[src/rtl/fm_backward_step_if.sv]
// Bundled command / C-table / Occ / result ports of the FM backward-extension engine.
// Every valid/ready pair transfers exactly on a cycle where both are high; the payload is held stable while valid && !ready.
interface fm_backward_step_if #(
  parameter int IDX_W   = 8,
  parameter int ALPHA_W = 2
);
  logic               cmd_valid;
  logic               cmd_ready;
  logic [IDX_W-1:0]   cmd_k;
  logic [IDX_W-1:0]   cmd_l;
  logic [ALPHA_W-1:0] cmd_sym;
  logic               cmd_all;

  logic               c_ce;
  logic [ALPHA_W-1:0] c_addr;
  logic [IDX_W-1:0]   c_data;

  logic               occ_req_valid;
  logic               occ_req_ready;
  logic [ALPHA_W-1:0] occ_sym;
  logic [IDX_W-1:0]   occ_pos;
  logic               occ_rsp_valid;
  logic [IDX_W-1:0]   occ_rsp_data;

  logic               res_valid;
  logic               res_ready;
  logic [ALPHA_W-1:0] res_sym;
  logic [IDX_W-1:0]   res_k;
  logic [IDX_W-1:0]   res_l;
  logic               res_empty;
  logic               res_last;

  modport master (
    input  cmd_valid, cmd_k, cmd_l, cmd_sym, cmd_all,
    output cmd_ready,
    output c_ce, c_addr,
    input  c_data,
    output occ_req_valid, occ_sym, occ_pos,
    input  occ_req_ready, occ_rsp_valid, occ_rsp_data,
    output res_valid, res_sym, res_k, res_l, res_empty, res_last,
    input  res_ready
  );

  modport slave (
    output cmd_valid, cmd_k, cmd_l, cmd_sym, cmd_all,
    input  cmd_ready,
    input  c_ce, c_addr,
    output c_data,
    input  occ_req_valid, occ_sym, occ_pos,
    output occ_req_ready, occ_rsp_valid, occ_rsp_data,
    input  res_valid, res_sym, res_k, res_l, res_empty, res_last,
    output res_ready
  );
endinterface

[src/rtl/fm_backward_step.sv]
// FM-index backward extension: k' = C(a)+Occ(a,k-1)+1, l' = C(a)+Occ(a,l) for one symbol or all symbols.
// C and Occ are fetched over handshaked ports; results leave on a valid/ready stream.
module fm_backward_step #(
  parameter int IDX_W   = 8,
  parameter int ALPHA_W = 2
) (
  input  logic                clk,
  input  logic                rst,
  fm_backward_step_if.master  bus,
  output logic                busy,
  output logic [2:0]          dbg_state
);

  localparam logic [2:0] S_IDLE  = 3'd0;
  localparam logic [2:0] S_RD_C  = 3'd1;
  localparam logic [2:0] S_RD_OK = 3'd2;
  localparam logic [2:0] S_WT_OK = 3'd3;
  localparam logic [2:0] S_RD_OL = 3'd4;
  localparam logic [2:0] S_WT_OL = 3'd5;
  localparam logic [2:0] S_EMIT  = 3'd6;

  localparam logic [IDX_W-1:0]   IDX_ONE = 1;
  localparam logic [ALPHA_W-1:0] SYM_ONE = 1;
  localparam logic [ALPHA_W-1:0] SYM_MAX = '1;

  logic [2:0]         state_q;
  logic [IDX_W-1:0]   k_q, l_q, c_q, occk_q, occl_q;
  logic [ALPHA_W-1:0] sym_q;
  logic               all_q, inv_q, c_ce_q;

  logic [IDX_W-1:0]   sum_k, sum_l;
  logic               last, emit, rd_c, req_k, req_l;

  // Sums wrap modulo 2**IDX_W; emptiness is judged on the wrapped values.
  assign sum_k = c_q + occk_q + IDX_ONE;
  assign sum_l = c_q + occl_q;
  assign last  = !all_q || (sym_q == SYM_MAX);

  assign emit  = (state_q == S_EMIT);
  assign rd_c  = (state_q == S_RD_C);
  assign req_k = (state_q == S_RD_OK);
  assign req_l = (state_q == S_RD_OL);

  assign bus.cmd_ready     = (state_q == S_IDLE);
  assign bus.c_ce          = rd_c;
  assign bus.c_addr        = rd_c ? sym_q : '0;
  assign bus.occ_req_valid = req_k || req_l;
  assign bus.occ_sym       = (req_k || req_l) ? sym_q : '0;
  assign bus.occ_pos       = req_k ? (k_q - IDX_ONE) : (req_l ? l_q : '0);

  // An inverted input interval (k>l) reports an empty result with zeroed bounds.
  assign bus.res_valid = emit;
  assign bus.res_sym   = emit ? sym_q : '0;
  assign bus.res_k     = (emit && !inv_q) ? sum_k : '0;
  assign bus.res_l     = (emit && !inv_q) ? sum_l : '0;
  assign bus.res_empty = emit && (inv_q || (sum_k > sum_l));
  assign bus.res_last  = emit && last;

  assign busy      = (state_q != S_IDLE);
  assign dbg_state = state_q;

  always_ff @(posedge clk) begin
    if (rst) begin
      state_q <= S_IDLE;
      k_q     <= '0;
      l_q     <= '0;
      c_q     <= '0;
      occk_q  <= '0;
      occl_q  <= '0;
      sym_q   <= '0;
      all_q   <= 1'b0;
      inv_q   <= 1'b0;
      c_ce_q  <= 1'b0;
    end else begin
      // C table has a fixed one-cycle read latency, independent of FSM state.
      c_ce_q <= rd_c;
      if (c_ce_q) c_q <= bus.c_data;

      case (state_q)
        S_IDLE: begin
          if (bus.cmd_valid) begin
            k_q     <= bus.cmd_k;
            l_q     <= bus.cmd_l;
            all_q   <= bus.cmd_all;
            sym_q   <= bus.cmd_all ? '0 : bus.cmd_sym;
            inv_q   <= (bus.cmd_k > bus.cmd_l);
            state_q <= (bus.cmd_k > bus.cmd_l) ? S_EMIT : S_RD_C;
          end
        end
        S_RD_C: begin
          if (k_q == '0) begin
            occk_q  <= '0;
            state_q <= S_RD_OL;
          end else begin
            state_q <= S_RD_OK;
          end
        end
        S_RD_OK: if (bus.occ_req_ready) state_q <= S_WT_OK;
        S_WT_OK: begin
          if (bus.occ_rsp_valid) begin
            occk_q  <= bus.occ_rsp_data;
            state_q <= S_RD_OL;
          end
        end
        S_RD_OL: if (bus.occ_req_ready) state_q <= S_WT_OL;
        S_WT_OL: begin
          if (bus.occ_rsp_valid) begin
            occl_q  <= bus.occ_rsp_data;
            state_q <= S_EMIT;
          end
        end
        S_EMIT: begin
          if (bus.res_ready) begin
            if (last) begin
              state_q <= S_IDLE;
            end else begin
              sym_q   <= sym_q + SYM_ONE;
              state_q <= inv_q ? S_EMIT : S_RD_C;
            end
          end
        end
        default: state_q <= S_IDLE;
      endcase
    end
  end

endmodule

[src/flat_wrapper.sv]
// flat-port wrapper written by rule: the top's interface ports become plain ports
module fm_backward_step_flat 
#(
  parameter int IDX_W   = 8,
  parameter int ALPHA_W = 2
)
  (clk, rst, busy, dbg_state, bus_cmd_valid, bus_cmd_k, bus_cmd_l, bus_cmd_sym, bus_cmd_all, bus_cmd_ready, bus_c_ce, bus_c_addr, bus_c_data, bus_occ_req_valid, bus_occ_sym, bus_occ_pos, bus_occ_req_ready, bus_occ_rsp_valid, bus_occ_rsp_data, bus_res_valid, bus_res_sym, bus_res_k, bus_res_l, bus_res_empty, bus_res_last, bus_res_ready);
  fm_backward_step_if #(.IDX_W(IDX_W), .ALPHA_W(ALPHA_W)) bus_i ();
  input  logic clk;
  input  logic rst;
  output logic busy;
  output logic [2:0] dbg_state;
  input wire logic [$bits(bus_i.cmd_valid)-1:0] bus_cmd_valid;
  input wire logic [$bits(bus_i.cmd_k)-1:0] bus_cmd_k;
  input wire logic [$bits(bus_i.cmd_l)-1:0] bus_cmd_l;
  input wire logic [$bits(bus_i.cmd_sym)-1:0] bus_cmd_sym;
  input wire logic [$bits(bus_i.cmd_all)-1:0] bus_cmd_all;
  output wire logic [$bits(bus_i.cmd_ready)-1:0] bus_cmd_ready;
  output wire logic [$bits(bus_i.c_ce)-1:0] bus_c_ce;
  output wire logic [$bits(bus_i.c_addr)-1:0] bus_c_addr;
  input wire logic [$bits(bus_i.c_data)-1:0] bus_c_data;
  output wire logic [$bits(bus_i.occ_req_valid)-1:0] bus_occ_req_valid;
  output wire logic [$bits(bus_i.occ_sym)-1:0] bus_occ_sym;
  output wire logic [$bits(bus_i.occ_pos)-1:0] bus_occ_pos;
  input wire logic [$bits(bus_i.occ_req_ready)-1:0] bus_occ_req_ready;
  input wire logic [$bits(bus_i.occ_rsp_valid)-1:0] bus_occ_rsp_valid;
  input wire logic [$bits(bus_i.occ_rsp_data)-1:0] bus_occ_rsp_data;
  output wire logic [$bits(bus_i.res_valid)-1:0] bus_res_valid;
  output wire logic [$bits(bus_i.res_sym)-1:0] bus_res_sym;
  output wire logic [$bits(bus_i.res_k)-1:0] bus_res_k;
  output wire logic [$bits(bus_i.res_l)-1:0] bus_res_l;
  output wire logic [$bits(bus_i.res_empty)-1:0] bus_res_empty;
  output wire logic [$bits(bus_i.res_last)-1:0] bus_res_last;
  input wire logic [$bits(bus_i.res_ready)-1:0] bus_res_ready;
  assign bus_i.cmd_valid = bus_cmd_valid;
  assign bus_i.cmd_k = bus_cmd_k;
  assign bus_i.cmd_l = bus_cmd_l;
  assign bus_i.cmd_sym = bus_cmd_sym;
  assign bus_i.cmd_all = bus_cmd_all;
  assign bus_cmd_ready = bus_i.cmd_ready;
  assign bus_c_ce = bus_i.c_ce;
  assign bus_c_addr = bus_i.c_addr;
  assign bus_i.c_data = bus_c_data;
  assign bus_occ_req_valid = bus_i.occ_req_valid;
  assign bus_occ_sym = bus_i.occ_sym;
  assign bus_occ_pos = bus_i.occ_pos;
  assign bus_i.occ_req_ready = bus_occ_req_ready;
  assign bus_i.occ_rsp_valid = bus_occ_rsp_valid;
  assign bus_i.occ_rsp_data = bus_occ_rsp_data;
  assign bus_res_valid = bus_i.res_valid;
  assign bus_res_sym = bus_i.res_sym;
  assign bus_res_k = bus_i.res_k;
  assign bus_res_l = bus_i.res_l;
  assign bus_res_empty = bus_i.res_empty;
  assign bus_res_last = bus_i.res_last;
  assign bus_i.res_ready = bus_res_ready;
  fm_backward_step #(.IDX_W(IDX_W), .ALPHA_W(ALPHA_W)) u_core (.clk(clk), .rst(rst), .bus(bus_i), .busy(busy), .dbg_state(dbg_state));
endmodule
[config.mk]
export PLATFORM = sky130hd
export DESIGN_NAME = fm_backward_step_flat
export DESIGN_NICKNAME = d
export VERILOG_FILES = /design/src/rtl/fm_backward_step_if.sv /design/src/rtl/fm_backward_step.sv /design/src/flat_wrapper.sv
export SDC_FILE = /design/constraint.sdc
export NUM_CORES = 1
export LEC_CHECK = 0
export ABC_AREA = 1
export BUFFER_PORTS_ARGS = -buffer_cell sky130_fd_sc_hd__buf_2
export CAP_MARGIN = 20
export CORE_ASPECT_RATIO = 1.75
export CORE_MARGIN = 2
export CORE_UTILIZATION = 35
export DETAILED_ROUTE_END_ITERATION = 6
export PLACE_DENSITY = 0.66
export RECOVER_POWER = 50
export SLEW_MARGIN = 10
export SYNTH_ARGS = -nofsm -noshare
export SYNTH_HDL_FRONTEND = slang
export SYNTH_SLANG_ARGS = --single-unit
[constraint.sdc]
create_clock -name clk -period 4 [get_ports clk]
set_input_delay 0.8 -clock clk [delete_from_list [all_inputs] [get_ports clk]]
set_output_delay 0.8 -clock clk [all_outputs]
set_load 0.02 [all_outputs]
==> results.md <==
* Final Max Slew Viols at 0
* Grt total ovfl at 0
* Height of the die at 130 um
* Fin cells at 661
* Die area at 9910 um2
* Post-Route M1 WL at 3.23 mm
* FFs w/ async S/R, synth at 0%
* Synth top area share at 30.2%
* Detailed Routing Iterations Pass 1 at 4
* Starting DRT DRC Count at 86
* Clk buf depth at 2
* Diodes inserted at 0
* Reg2Reg Launch Point: u_core.dbg_state[2]
* Worst vdd ir at 0.340 mV
* Worst skew pair latency at 0.29 ns
* Period utilisation layout at 94.6%
* Yosys reg bits at 48
* Core Region at 8980 um2
* Max frequency at 0.264 GHz
* Commonest non-fill, non-tap cell in the layout: buf_2
* CP required at 3.20 ns
* CP startpoint kind: flop
* R2R depth at 5
* Detailed-route DRC error count at 0
* Initial Utilization at 35.5%
* Lkg Pwr at 1.97 nW
* Post-route core utilization at 42.8%
* H-tree levels at 2
* # rows at 46
* Pin count of the biggest net entering global routing at 37
* Initial antenna violation count at 0
* Worst r2r dst: u_core.occl_q[5]
* Clock transition at path regs at 0.07 ns
* Pwr/cell area at 541 nW/um2
* WHS Path Cells at 2
* Worst slew pin tran at 1.29 ns
* Die W at 76.1 um
* PortBufs at 80
* CP Launch Point: u_core.c_q[0]
* Layout cell share with drive strength beyond 1 at 19.4%
* Average via count per standard cell at 4.90
* Fin nets at 615
* Met2 wire length at 4.68 mm
* Routed wire length at 8.66 mm
* R2R Setup Slk at 1.41 ns
* # IOs at 81
* TritonCTS clock tree: built
* GP Congestion at 0.980
* Number of synthesis warnings at 0
* CTS Buf Count at 5
* Hold Path Class: flop to flop
* Total Routing Usage GR at 17.7%
* CTS root buf: clkbuf_16
* Fill cells at 997
* Most frequent cells in the layout: buf_2, nand2_1, inv_1
* Distinct cells, synth at 32
* Placed cells at 653
* Vias at 3239
* Area growth syn-to-layout at 20.5%
* Syn Area/Cell at 6.87 um2
* DP Wirelength at 7.15 mm
* Synth Instances at 464
* Final hold violation count at 0
* Hold Crit Endpoint: u_core.l_q[0]
* Post-synth EDFFs at 0
* Total power at 0.00208 W
* Clock period minus worst slack at 3.78 ns
* Slew margin rel. at 13.5%
* CTS Sinks at 48
* Wire per inst at 13.1 um
* Synth area leaders: dfxtp_1, ha_1, a21oi_1
* Vias in the first global route at 3245
* DR top layer: met4
* WS Path Type: flop to output port
* Final Setup Violations at 0
* Hold_sp: u_core.l_q[0]
* CP Capture Type: output port
* Post-CTS setup buffer count at 0
* Largest area contributor in the netlist: dfxtp_1
* DR WL met3 at 372 um
* Post-Syn Area at 3190 um2
* First-pass GRT wire length at 14.2 mm
* Most used flip-flop cell after synthesis: dfxtp_1
* Mapped Nets at 539
* Final ANT Viol Nets at 0
* Skew final at 0.00630 ns
* Crit path max fanout at 3
* Status: complete, no violations
* Post-synthesis sequential area ratio at 30.2%
* Arr. time, crit path at 2.98 ns
* MaxCap Viol Count at 0
==> per-layer routing <==
metal | GRT usage, % | vias up
met1 | 16.3 | 1452
li1 | - | 1667
met3 | 3.11 | 28
met2 | 36.5 | 92
met4 | 9.41 | 0
met5 | 0 | -
==> where the power goes <==
part | switching (W) | internal, W | total, W
Combinational | 0.000636 | 0.000339 | 0.000976
Clock | 0.000183 | 0.000249 | 0.000431
Sequential | 0.0000792 | 0.000591 | 0.000670
Total | 0.000898 | 0.00118 | 0.00208
==> sequential cells by signal, summed over array words and instances, names as in the netlist <==
name / flops
u_core.c_q: 8
u_core.dbg_state: 3
u_core.sym_q: 2
u_core.occl_q: 8
u_core.inv_q: 1
u_core.k_q: 8
u_core.all_q: 1
u_core.occk_q: 8
u_core.l_q: 8
u_core.c_ce_q: 1
==> how the worst max path moves through the flow <==
stage | cells after the start | end
after CTS | 17 | bus_res_empty
after global placement | 17 | bus_res_empty
final | 17 | bus_res_empty
after global routing | 17 | bus_res_empty
after detailed placement | 17 | bus_res_empty
after floorplan | 16 | bus_res_empty
==> synthesized netlist by cell type, drive strengths merged, types with 3 or more instances <==
| cell type | n |
|---|---|
| nand2 | 67 |
| nand3 | 24 |
| nor2 | 64 |
| nand4 | 5 |
| or2 | 4 |
| inv | 69 |
| clkbuf | 6 |
| nor3 | 7 |
| dfxtp | 48 |
| ha | 32 |
| a21oi | 56 |
| o21ai | 49 |
| o22ai | 3 |
| xnor2 | 4 |
| xor2 | 11 |
| buf | 5 |
==> logic make-up after synthesis <==
logic type	count (synthesis)	share of synthesized area (%)
adder cells (fa/ha/maj)	34	13.8
XOR/XNOR	15	4.12
buffers and inverters	81	9.74
AO/OA/AOI/OAI	114	18.7
AND/OR/NAND/NOR	172	23.4
flip-flops	48	30.2
==> per-stage QoR <==
stage / hold slack [ns] / area [um2] / TNS [ns] / setup slack (ns)
finish: 0.455 / 3840 / 0 / 0.217
global placement: 0.436 / 3690 / 0 / 0.443
detailed placement: 0.443 / 3690 / 0 / 0.352
floorplan: 0.424 / 3190 / 0 / 0.684
global route: 0.478 / 3840 / -0.0113 / -0.0113
CTS: 0.453 / 3840 / 0 / 0.0342
==> critical path, cell delays in order, from the launching register on <==
cell and delay (ns):
dfxtp_1 0.31, inv_1 0.07, ha_1 0.14, inv_1 0.06, fa_1 0.42, nand3_2 0.12, a21oi_1 0.07, o21ai_1 0.13
nand2_1 0.10, xnor2_2 0.15, inv_1 0.06, ha_1 0.27, nand2_1 0.06, nor2_2 0.14, a21boi_1 0.17, o21ai_1 0.09
a21oi_1 0.16, buf_4 0.17
==> area by class of cell <==
class | instances | area, um2 | share of cell area (%)
timing repair buffer | 80 | 397 | 10.3
tap | 120 | 150 | 3.91
sequential | 48 | 961 | 25.0
clock inverter | 2 | 15.0 | 0.391
clock buffer | 6 | 139 | 3.62
inverter | 70 | 263 | 6.84
multi-input combinational | 335 | 1920 | 49.9
==> what timing repair did <==
action / CTS / global route
setup endpoints to repair: 0 / 1
hold buffers: 0 / 0
gates resized for setup: 0 / 7
Power figures use the tool's default switching activity.
